<file path="src/rtl/mem_arbiter_if.sv">
// Accessor and memory bundle for mem_arbiter; the arbiter takes the slave side,
// the accessors plus memory model take the master side.
interface mem_arbiter_if #(
   parameter int BITSIZE          = 32,
   parameter int N_WORDS_PER_ADDR = 4,
   parameter int N_ACCESSORS      = 2
);
   localparam int L = BITSIZE * N_WORDS_PER_ADDR;

   logic [32*N_ACCESSORS-1:0] acc_address_i;
   logic [N_ACCESSORS-1:0]    acc_store_i;
   logic [N_ACCESSORS-1:0]    acc_load_i;
   logic [L*N_ACCESSORS-1:0]  acc_wdata_i;
   logic [L-1:0]              acc_rdata_o;
   logic [N_ACCESSORS-1:0]    acc_ready_o;
   logic [N_ACCESSORS-1:0]    acc_done_o;
   logic [N_ACCESSORS-1:0]    acc_err_o;

   logic [31:0]               mem_addr_o;
   logic [L-1:0]              mem_wdata_o;
   logic                      mem_store_o;
   logic                      mem_valid_o;
   logic [L-1:0]              mem_rdata_i;
   logic                      mem_valid_i;

   modport slave (
      input  acc_address_i, acc_store_i, acc_load_i, acc_wdata_i,
      input  mem_rdata_i, mem_valid_i,
      output acc_rdata_o, acc_ready_o, acc_done_o, acc_err_o,
      output mem_addr_o, mem_wdata_o, mem_store_o, mem_valid_o
   );

   modport master (
      output acc_address_i, acc_store_i, acc_load_i, acc_wdata_i,
      output mem_rdata_i, mem_valid_i,
      input  acc_rdata_o, acc_ready_o, acc_done_o, acc_err_o,
      input  mem_addr_o, mem_wdata_o, mem_store_o, mem_valid_o
   );
endinterface

</file>
<file path="src/rtl/mem_arbiter.sv">
// Round-robin arbiter sharing one line-wide memory port; request->mem_valid 1 cycle, done 1 cycle after response.
// One transaction in flight: acc_ready_o drops for BUSY/DONE and a silent memory is cut off after TIMEOUT cycles.
module mem_arbiter #(
   parameter int BITSIZE          = 32,
   parameter int N_WORDS_PER_ADDR = 4,
   parameter int N_ACCESSORS      = 2,
   parameter int TIMEOUT          = 255
) (
   input  logic         clk,
   input  logic         rst_i,
   mem_arbiter_if.slave bus
);
   localparam int          L   = BITSIZE * N_WORDS_PER_ADDR;
   localparam int          PW  = (N_ACCESSORS > 1) ? $clog2(N_ACCESSORS) : 1;
   localparam logic [15:0] TMO = 16'(TIMEOUT);

   typedef enum logic [1:0] {IDLE, BUSY, DONE} state_t;

   state_t                 state;
   state_t                 state_nxt;

   logic [N_ACCESSORS-1:0] pending;
   logic [PW-1:0]          idx;
   logic [PW-1:0]          pick;
   logic                   pick_vld;

   logic [PW-1:0]          ptr;
   logic [PW-1:0]          grant;
   logic [15:0]            cnt;
   logic                   err_q;
   logic                   store_q;
   logic [31:0]            addr_q;
   logic [L-1:0]           wdata_q;
   logic [L-1:0]           rdata_q;
   logic [N_ACCESSORS-1:0] done_vec;

   assign pending = bus.acc_load_i | bus.acc_store_i;

   // Scan starts one past the last grant so the previous winner is checked last.
   always_comb begin
      idx      = '0;
      pick     = '0;
      pick_vld = 1'b0;
      for (int k = 1; k <= N_ACCESSORS; k++) begin
         idx = PW'((int'(ptr) + k) % N_ACCESSORS);
         if (!pick_vld && pending[idx]) begin
            pick     = idx;
            pick_vld = 1'b1;
         end
      end
   end

   always_ff @(posedge clk) begin
      if (rst_i) begin
         state <= IDLE;
      end else begin
         state <= state_nxt;
      end
   end

   always_comb begin
      state_nxt = state;
      unique case (state)
         IDLE:    if (pick_vld) state_nxt = BUSY;
         BUSY:    if (bus.mem_valid_i || cnt == TMO) state_nxt = DONE;
         DONE:    state_nxt = IDLE;
         default: state_nxt = IDLE;
      endcase
   end

   always_ff @(posedge clk) begin
      if (rst_i) begin
         ptr     <= PW'(N_ACCESSORS - 1);
         grant   <= '0;
         cnt     <= '0;
         err_q   <= 1'b0;
         store_q <= 1'b0;
         addr_q  <= '0;
         wdata_q <= '0;
         rdata_q <= '0;
      end else begin
         unique case (state)
            IDLE: begin
               if (pick_vld) begin
                  grant   <= pick;
                  addr_q  <= bus.acc_address_i[32*int'(pick) +: 32];
                  wdata_q <= bus.acc_wdata_i[L*int'(pick) +: L];
                  store_q <= bus.acc_store_i[pick];
                  cnt     <= 16'd1;
                  err_q   <= 1'b0;
               end
            end
            BUSY: begin
               // A response on the final counted cycle still beats the timeout.
               if (bus.mem_valid_i) begin
                  if (!store_q) rdata_q <= bus.mem_rdata_i;
               end else if (cnt == TMO) begin
                  err_q   <= 1'b1;
                  rdata_q <= '0;
               end else begin
                  cnt <= cnt + 16'd1;
               end
            end
            DONE: ptr <= grant;
            default: ;
         endcase
      end
   end

   always_comb begin
      done_vec = '0;
      if (state == DONE) done_vec[grant] = 1'b1;
   end

   assign bus.acc_ready_o = {N_ACCESSORS{state == IDLE}};
   assign bus.acc_done_o  = done_vec;
   assign bus.acc_err_o   = done_vec & {N_ACCESSORS{err_q}};
   assign bus.acc_rdata_o = rdata_q;

   assign bus.mem_valid_o = (state == BUSY);
   assign bus.mem_addr_o  = addr_q;
   assign bus.mem_wdata_o = wdata_q;
   assign bus.mem_store_o = store_q;
endmodule

</file>
<file path="src/flat_wrapper.sv">
// flat-port wrapper written by rule: the top's interface ports become plain ports
module mem_arbiter_flat 
#(
   parameter int BITSIZE          = 32,
   parameter int N_WORDS_PER_ADDR = 4,
   parameter int N_ACCESSORS      = 2,
   parameter int TIMEOUT          = 255
)
  (clk, rst_i, bus_acc_address_i, bus_acc_store_i, bus_acc_load_i, bus_acc_wdata_i, bus_mem_rdata_i, bus_mem_valid_i, bus_acc_rdata_o, bus_acc_ready_o, bus_acc_done_o, bus_acc_err_o, bus_mem_addr_o, bus_mem_wdata_o, bus_mem_store_o, bus_mem_valid_o);
  mem_arbiter_if #(.BITSIZE(BITSIZE), .N_WORDS_PER_ADDR(N_WORDS_PER_ADDR), .N_ACCESSORS(N_ACCESSORS)) bus_i ();
  input  logic clk;
  input  logic rst_i;
  input wire logic [$bits(bus_i.acc_address_i)-1:0] bus_acc_address_i;
  input wire logic [$bits(bus_i.acc_store_i)-1:0] bus_acc_store_i;
  input wire logic [$bits(bus_i.acc_load_i)-1:0] bus_acc_load_i;
  input wire logic [$bits(bus_i.acc_wdata_i)-1:0] bus_acc_wdata_i;
  input wire logic [$bits(bus_i.mem_rdata_i)-1:0] bus_mem_rdata_i;
  input wire logic [$bits(bus_i.mem_valid_i)-1:0] bus_mem_valid_i;
  output wire logic [$bits(bus_i.acc_rdata_o)-1:0] bus_acc_rdata_o;
  output wire logic [$bits(bus_i.acc_ready_o)-1:0] bus_acc_ready_o;
  output wire logic [$bits(bus_i.acc_done_o)-1:0] bus_acc_done_o;
  output wire logic [$bits(bus_i.acc_err_o)-1:0] bus_acc_err_o;
  output wire logic [$bits(bus_i.mem_addr_o)-1:0] bus_mem_addr_o;
  output wire logic [$bits(bus_i.mem_wdata_o)-1:0] bus_mem_wdata_o;
  output wire logic [$bits(bus_i.mem_store_o)-1:0] bus_mem_store_o;
  output wire logic [$bits(bus_i.mem_valid_o)-1:0] bus_mem_valid_o;
  assign bus_i.acc_address_i = bus_acc_address_i;
  assign bus_i.acc_store_i = bus_acc_store_i;
  assign bus_i.acc_load_i = bus_acc_load_i;
  assign bus_i.acc_wdata_i = bus_acc_wdata_i;
  assign bus_i.mem_rdata_i = bus_mem_rdata_i;
  assign bus_i.mem_valid_i = bus_mem_valid_i;
  assign bus_acc_rdata_o = bus_i.acc_rdata_o;
  assign bus_acc_ready_o = bus_i.acc_ready_o;
  assign bus_acc_done_o = bus_i.acc_done_o;
  assign bus_acc_err_o = bus_i.acc_err_o;
  assign bus_mem_addr_o = bus_i.mem_addr_o;
  assign bus_mem_wdata_o = bus_i.mem_wdata_o;
  assign bus_mem_store_o = bus_i.mem_store_o;
  assign bus_mem_valid_o = bus_i.mem_valid_o;
  mem_arbiter #(.BITSIZE(BITSIZE), .N_WORDS_PER_ADDR(N_WORDS_PER_ADDR), .N_ACCESSORS(N_ACCESSORS), .TIMEOUT(TIMEOUT)) u_core (.clk(clk), .rst_i(rst_i), .bus(bus_i));
endmodule
</file>
<file path="config.mk">
export PLATFORM = sky130hd
export DESIGN_NAME = mem_arbiter_flat
export DESIGN_NICKNAME = d
export VERILOG_FILES = /design/src/rtl/mem_arbiter_if.sv /design/src/rtl/mem_arbiter.sv /design/src/flat_wrapper.sv
export SDC_FILE = /design/constraint.sdc
export NUM_CORES = 1
export LEC_CHECK = 0
export ABC_CLOCK_PERIOD_IN_PS = 3200
export BUFFER_PORTS_ARGS = -buffer_cell sky130_fd_sc_hd__buf_2
export CORE_AREA = 2 2 291 293
export CTS_BUF_LIST = sky130_fd_sc_hd__clkbuf_16
export CTS_CLUSTER_DIAMETER = 200
export DETAILED_ROUTE_END_ITERATION = 10
export DIE_AREA = 0 0 293 295
export PLACE_DENSITY = 0.37
export RECOVER_POWER = 25
export SLEW_MARGIN = 20
export SYNTH_ARGS = -nofsm -noshare
export SYNTH_HDL_FRONTEND = slang
export SYNTH_SLANG_ARGS = --single-unit
</file>
<file path="constraint.sdc">
create_clock -name clk -period 3.2 [get_ports clk]
set_input_delay 0.32 -clock clk [delete_from_list [all_inputs] [get_ports clk]]
set_output_delay 0.32 -clock clk [all_outputs]
set_load 0.005 [all_outputs]
</file>
* Word level (Yosys, flattened, before mapping)
Index checks and enable logic that the tools add are counted.
** Storage, ports and cells
- Register bits :: 310
- Bits of input ports :: 455
- Output and inout bits :: 296
- Word-level logic and storage cells :: 69
** Cells by class
- $add $sub $neg :: 3
- $lt $le $gt $ge :: 5
- Equal/unequal tests :: 9
- Shift-type cells :: 2
- Mux-type cells :: 27
- Bitwise operators :: 2
- Reduce and logical (&&, ||, !) cells :: 12
** Operators with widths (count)
- $mux 128 :: 3
- $shiftx 256x9->128 :: 1
- $shiftx 64x7->32 :: 1
- $mux 16 :: 3
- $pmux 16 s2 :: 1
- $add 16x1->16 const B :: 1
- $eq 16x8->1 const B :: 1
- $mux 1 :: 14
- $lt 1x2->1 const B :: 4
- $reduce_and 4->1 :: 2
- $mux 2 :: 3
- $ne 2x1->1 const B :: 3
- $ne 2x2->1 const B :: 3
- $pmux 2 s2 :: 1
- $reduce_and 2->1 :: 2
- $reduce_bool 2->1 :: 2
- $reduce_and 3->1 :: 1
- $add 1x1->1 const B :: 2
- $and 2x2->2 :: 1
- $eq 2x1->1 const B :: 1
- $eq 2x2->1 const B :: 1
- $logic_and 1x1->1 :: 2
- $logic_not 2->1 :: 1
- $or 2x2->2 :: 1
- other kinds (5) :: 5

* Longest topological paths before layout
- Word-level depth :: 9
- Gate-level depth with buffers :: 8
- Gate-level depth less buffers :: 5

* Least setup slack after synthesis
No wires, ideal clock.
- Path type :: reg2reg
- From :: register u_core.cnt[15]
- To :: register u_core.rdata_q[100] (netlist: u_core.bus.acc_rdata_o[100])
- Setup time :: 0.146 ns
- Arrival :: 2.007 ns
- Required time :: 3.054 ns
- Setup slack :: 1.047 ns
- Stages on the path, launching flop included :: 7
- Period minus slack after synthesis :: 2.153 ns
- Cell sequence :: dfxtp_1 > or4_1 > or4_4 > o21ai_4 > buf_12 > buf_12 > a211oi_2
** On the way
- Cells in the longest elaborated chain, start to end :: 3
** RTL lines
- from (decl) :: line mem_arbiter.sv:29 : logic [15:0] cnt;
- from (signal assigned) :: line mem_arbiter.sv:101 : cnt <= cnt + 16'd1;
- $eq 16x8->1 :: line mem_arbiter.sv:97 : end else if (cnt == TMO) begin
- $reduce_bool 2->1 (no line)
- $reduce_and 3->1 (no line)
- to (signal assigned) :: line mem_arbiter.sv:96 : if (!store_q) rdata_q <= bus.mem_rdata_i;
- to (decl) :: line mem_arbiter.sv:34 : logic [L-1:0] rdata_q;
Every way passes these cells.
A chain may end at the register's enable or synchronous reset.

* Final worst setup path
- From :: register u_core.cnt[15]
- To :: register u_core.rdata_q[68] (netlist: u_core.bus.acc_rdata_o[68])
The elaborated chain is that of the path after synthesis.

==> run summary <==
Power per cell area -> 549 nW/µm²
Total power -> 11.0 mW
Peak VDD IR -> 0.247 mV
# port buffers -> 750
First-pass GRT wire length -> 84.7 mm
Routed wl met2 -> 29.0 mm
Cts bufs inserted -> 41
Layout Nets -> 2,600
Cts repair resizes -> 0
# hold bufs at CTS -> 0
Layout fillers -> 9,169
Layout cell share with drive strength beyond 1 -> 39.4%
Synth Net Count -> 1,909
Rows -> 106
Routed wire per std cell -> 18.2 µm
Clock sink count -> 310
Leakage -> 8.27 nW
Worst r2r src -> u_core.cnt[15]$_SDFFE_PP0P_
Largest net degree at the start of global routing -> 123
Total GRT Usage -> 12.8%
Die area -> 86,400 µm²
Yosys warning count -> 0
HP Class -> in -> reg
CTS root buf -> clkbuf_16
Grt ovf -> 0
Final WS setup -> 0.567 ns
Cell Area, Placed -> 18,900 µm²
Area growth, synth to finish -> 43.3%
Clk slew on worst S/H paths -> 0.06 ns
Setup crit start -> u_core.cnt[15]$_SDFFE_PP0P_
Inst Count DP -> 3,181
Commonest cells after routing, fill and taps aside -> 639 x buf_2, 310 x dfxtp_1, 264 x a21oi_1
Initial antenna violation count -> 9
EDFF count, synth -> 0
Pins Over Slew Limit -> 0
Synthesized instance count -> 1,453
Core outline area -> 83,200 µm²
Setup Total Neg Slack -> 0 ns
Num ports -> 751
Met1 Wirelength -> 23.3 mm
Hpwl dp -> 46.0 mm
Initial Util -> 16.8%
Outcome -> finished clean
Post-Place Setup Slack -> 0.560 ns
Crit-path max FO -> 47
Design Area, Final -> 20,000 µm²
Clk buf depth -> 3
Via Count -> 13,600
Most used DFF post-synth -> dfxtp_1
GPL Wtd Cong -> 0.874
CTS tree -> done
Layout Utilization -> 24.1%
Drt pass-1 iters -> 4
Fmax -> 380 MHz
WHS -> 0.0915 ns
Residual DRC count -> 0
Critical path data arrival time -> 3.04 ns
Worst setup EP type -> flip-flop
Max Cap Viol -> 0
Met3 WL -> 4.52 mm
Slew headroom -> 40.2%
Commonest non-fill, non-tap cell in the layout -> buf_2
Non-Filler Instances -> 3,261
Synth cell types -> 46
Final Skew -> 0.0192 ns
Antenna-violating nets left -> 0
Iteration-0 DRC Markers -> 524
Sequential fraction of the synthesis area -> 44.5%
Synth Register Bits -> 310
Die Y -> 295 µm
CTS H-tree lvls -> 2
Final number of setup-violating endpoints -> 0
Critical Path Source Type -> flip-flop
Via density -> 4.17
Syn Area/Cell -> 9.60 µm²
Clock latency on the worst-skew pair -> 0.55 ns
Crit path kind -> reg -> reg
Final min period -> 2.63 ns
Vias in the first global route -> 13,500
Top Metal Used -> met5
Async SR Flop Fraction -> 0%
Min-delay src -> bus_mem_rdata_i[73]
Period utilisation layout -> 82.3%
RSZ-0062 raised after global routing -> no
Routed WL -> 59.4 mm
Post-CTS Setup Bufs -> 0
Worst slew pin tran -> 0.898 ns
Post-Syn Area -> 14,000 µm²
Die W -> 293 µm
Hold Vio Cnt, Final -> 0
Req. time, crit path -> 3.61 ns
==> where the power goes <==
group | internal [mW] | total, mW | switching, mW | leakage (nW)
clock | 2.58 | 4.35 | 1.77 | 0.681
sequential | 4.19 | 4.37 | 0.173 | 2.55
combinational | 0.920 | 2.26 | 1.34 | 5.03
total | 7.69 | 11.0 | 3.28 | 8.27
==> path summary, 6_finish.rpt <==
kind | endpoint | slack (ns) | cells after the start
worst min-delay path | u_core.bus.acc_rdata_o[73]$_SDFFE_PP0P_ | 0.09 | 3
worst min register to register | u_core.grant$_SDFFE_PP0P_ | 0.48 | 2
worst max register to register | u_core.bus.acc_rdata_o[68]$_SDFFE_PP0P_ | 0.57 | 5
worst max-delay path | u_core.bus.acc_rdata_o[68]$_SDFFE_PP0P_ | 0.57 | 5
==> synth_stat cells, types with 3 or more instances <==
cell type | n | area (µm²)
o21ai_0 | 5 | 25.0
nand3_1 | 4 | 20.0
nand4_1 | 8 | 50.1
or4_1 | 7 | 52.6
a21oi_1 | 264 | 1320
nor2_1 | 169 | 634
buf_12 | 11 | 220
and2_1 | 7 | 43.8
a211oi_2 | 100 | 1250
buf_1 | 4 | 15.0
a31oi_1 | 5 | 31.3
inv_1 | 5 | 18.8
clkbuf_1 | 131 | 492
o31ai_1 | 3 | 22.5
nand2b_1 | 7 | 43.8
a311oi_1 | 4 | 35.0
o311ai_0 | 3 | 26.3
buf_6 | 3 | 33.8
nand2_1 | 16 | 60.1
a21boi_0 | 3 | 22.5
a211oi_1 | 190 | 1430
mux2i_1 | 163 | 1630
dfxtp_1 | 310 | 6210
buf_2 | 3 | 15.0
==> routing by layer <==
metal / vias up / track usage (%)
met3: 96 / 3.72
met4: 6 / 5.14
met2: 525 / 22.5
met5: - / 0
li1: 6852 / -
met1: 6127 / 14.6
==> sequential cells by signal, summed over array words and instances (netlist names) <==
name and flops:
u_core.bus.acc_rdata_o 128, u_core.bus.mem_wdata_o 128, u_core.bus.mem_addr_o 32, u_core.cnt 16
u_core.state 2, u_core.bus.mem_store_o 1, u_core.err_q 1, u_core.grant 1
u_core.ptr 1
==> worst max-delay path, cell delays in order, from the launching register on <==
cell and delay (ns):
dfxtp_1 0.32, or4_1 0.62, or4_4 0.59, o21ai_4 0.46, buf_12 0.33, a211oi_1 0.12
==> cell families after synthesis <==
group / count (synthesis) / synth area share, %
AOI/OAI and AO/OA: 587 / 30.5
DFF: 310 / 44.5
and+or+nand+nor: 234 / 7.55
muxes: 163 / 11.7
buffers and inverters: 158 / 5.75
adders and majority gates: 1 / 0.0896
==> layout make-up <==
cell class	instances	area (µm²)	area share, %
Antenna cell	5	12.5	0.0626
Clock buffer	43	1080	5.38
Clock inverter	32	194	0.970
Inverter	5	18.8	0.0938
Multi-Input combinational cell	985	6970	34.9
Sequential cell	310	6210	31.0
Tap cell	1080	1350	6.76
Timing Repair Buffer	801	4170	20.9
(Power assumes the default switching activity.)
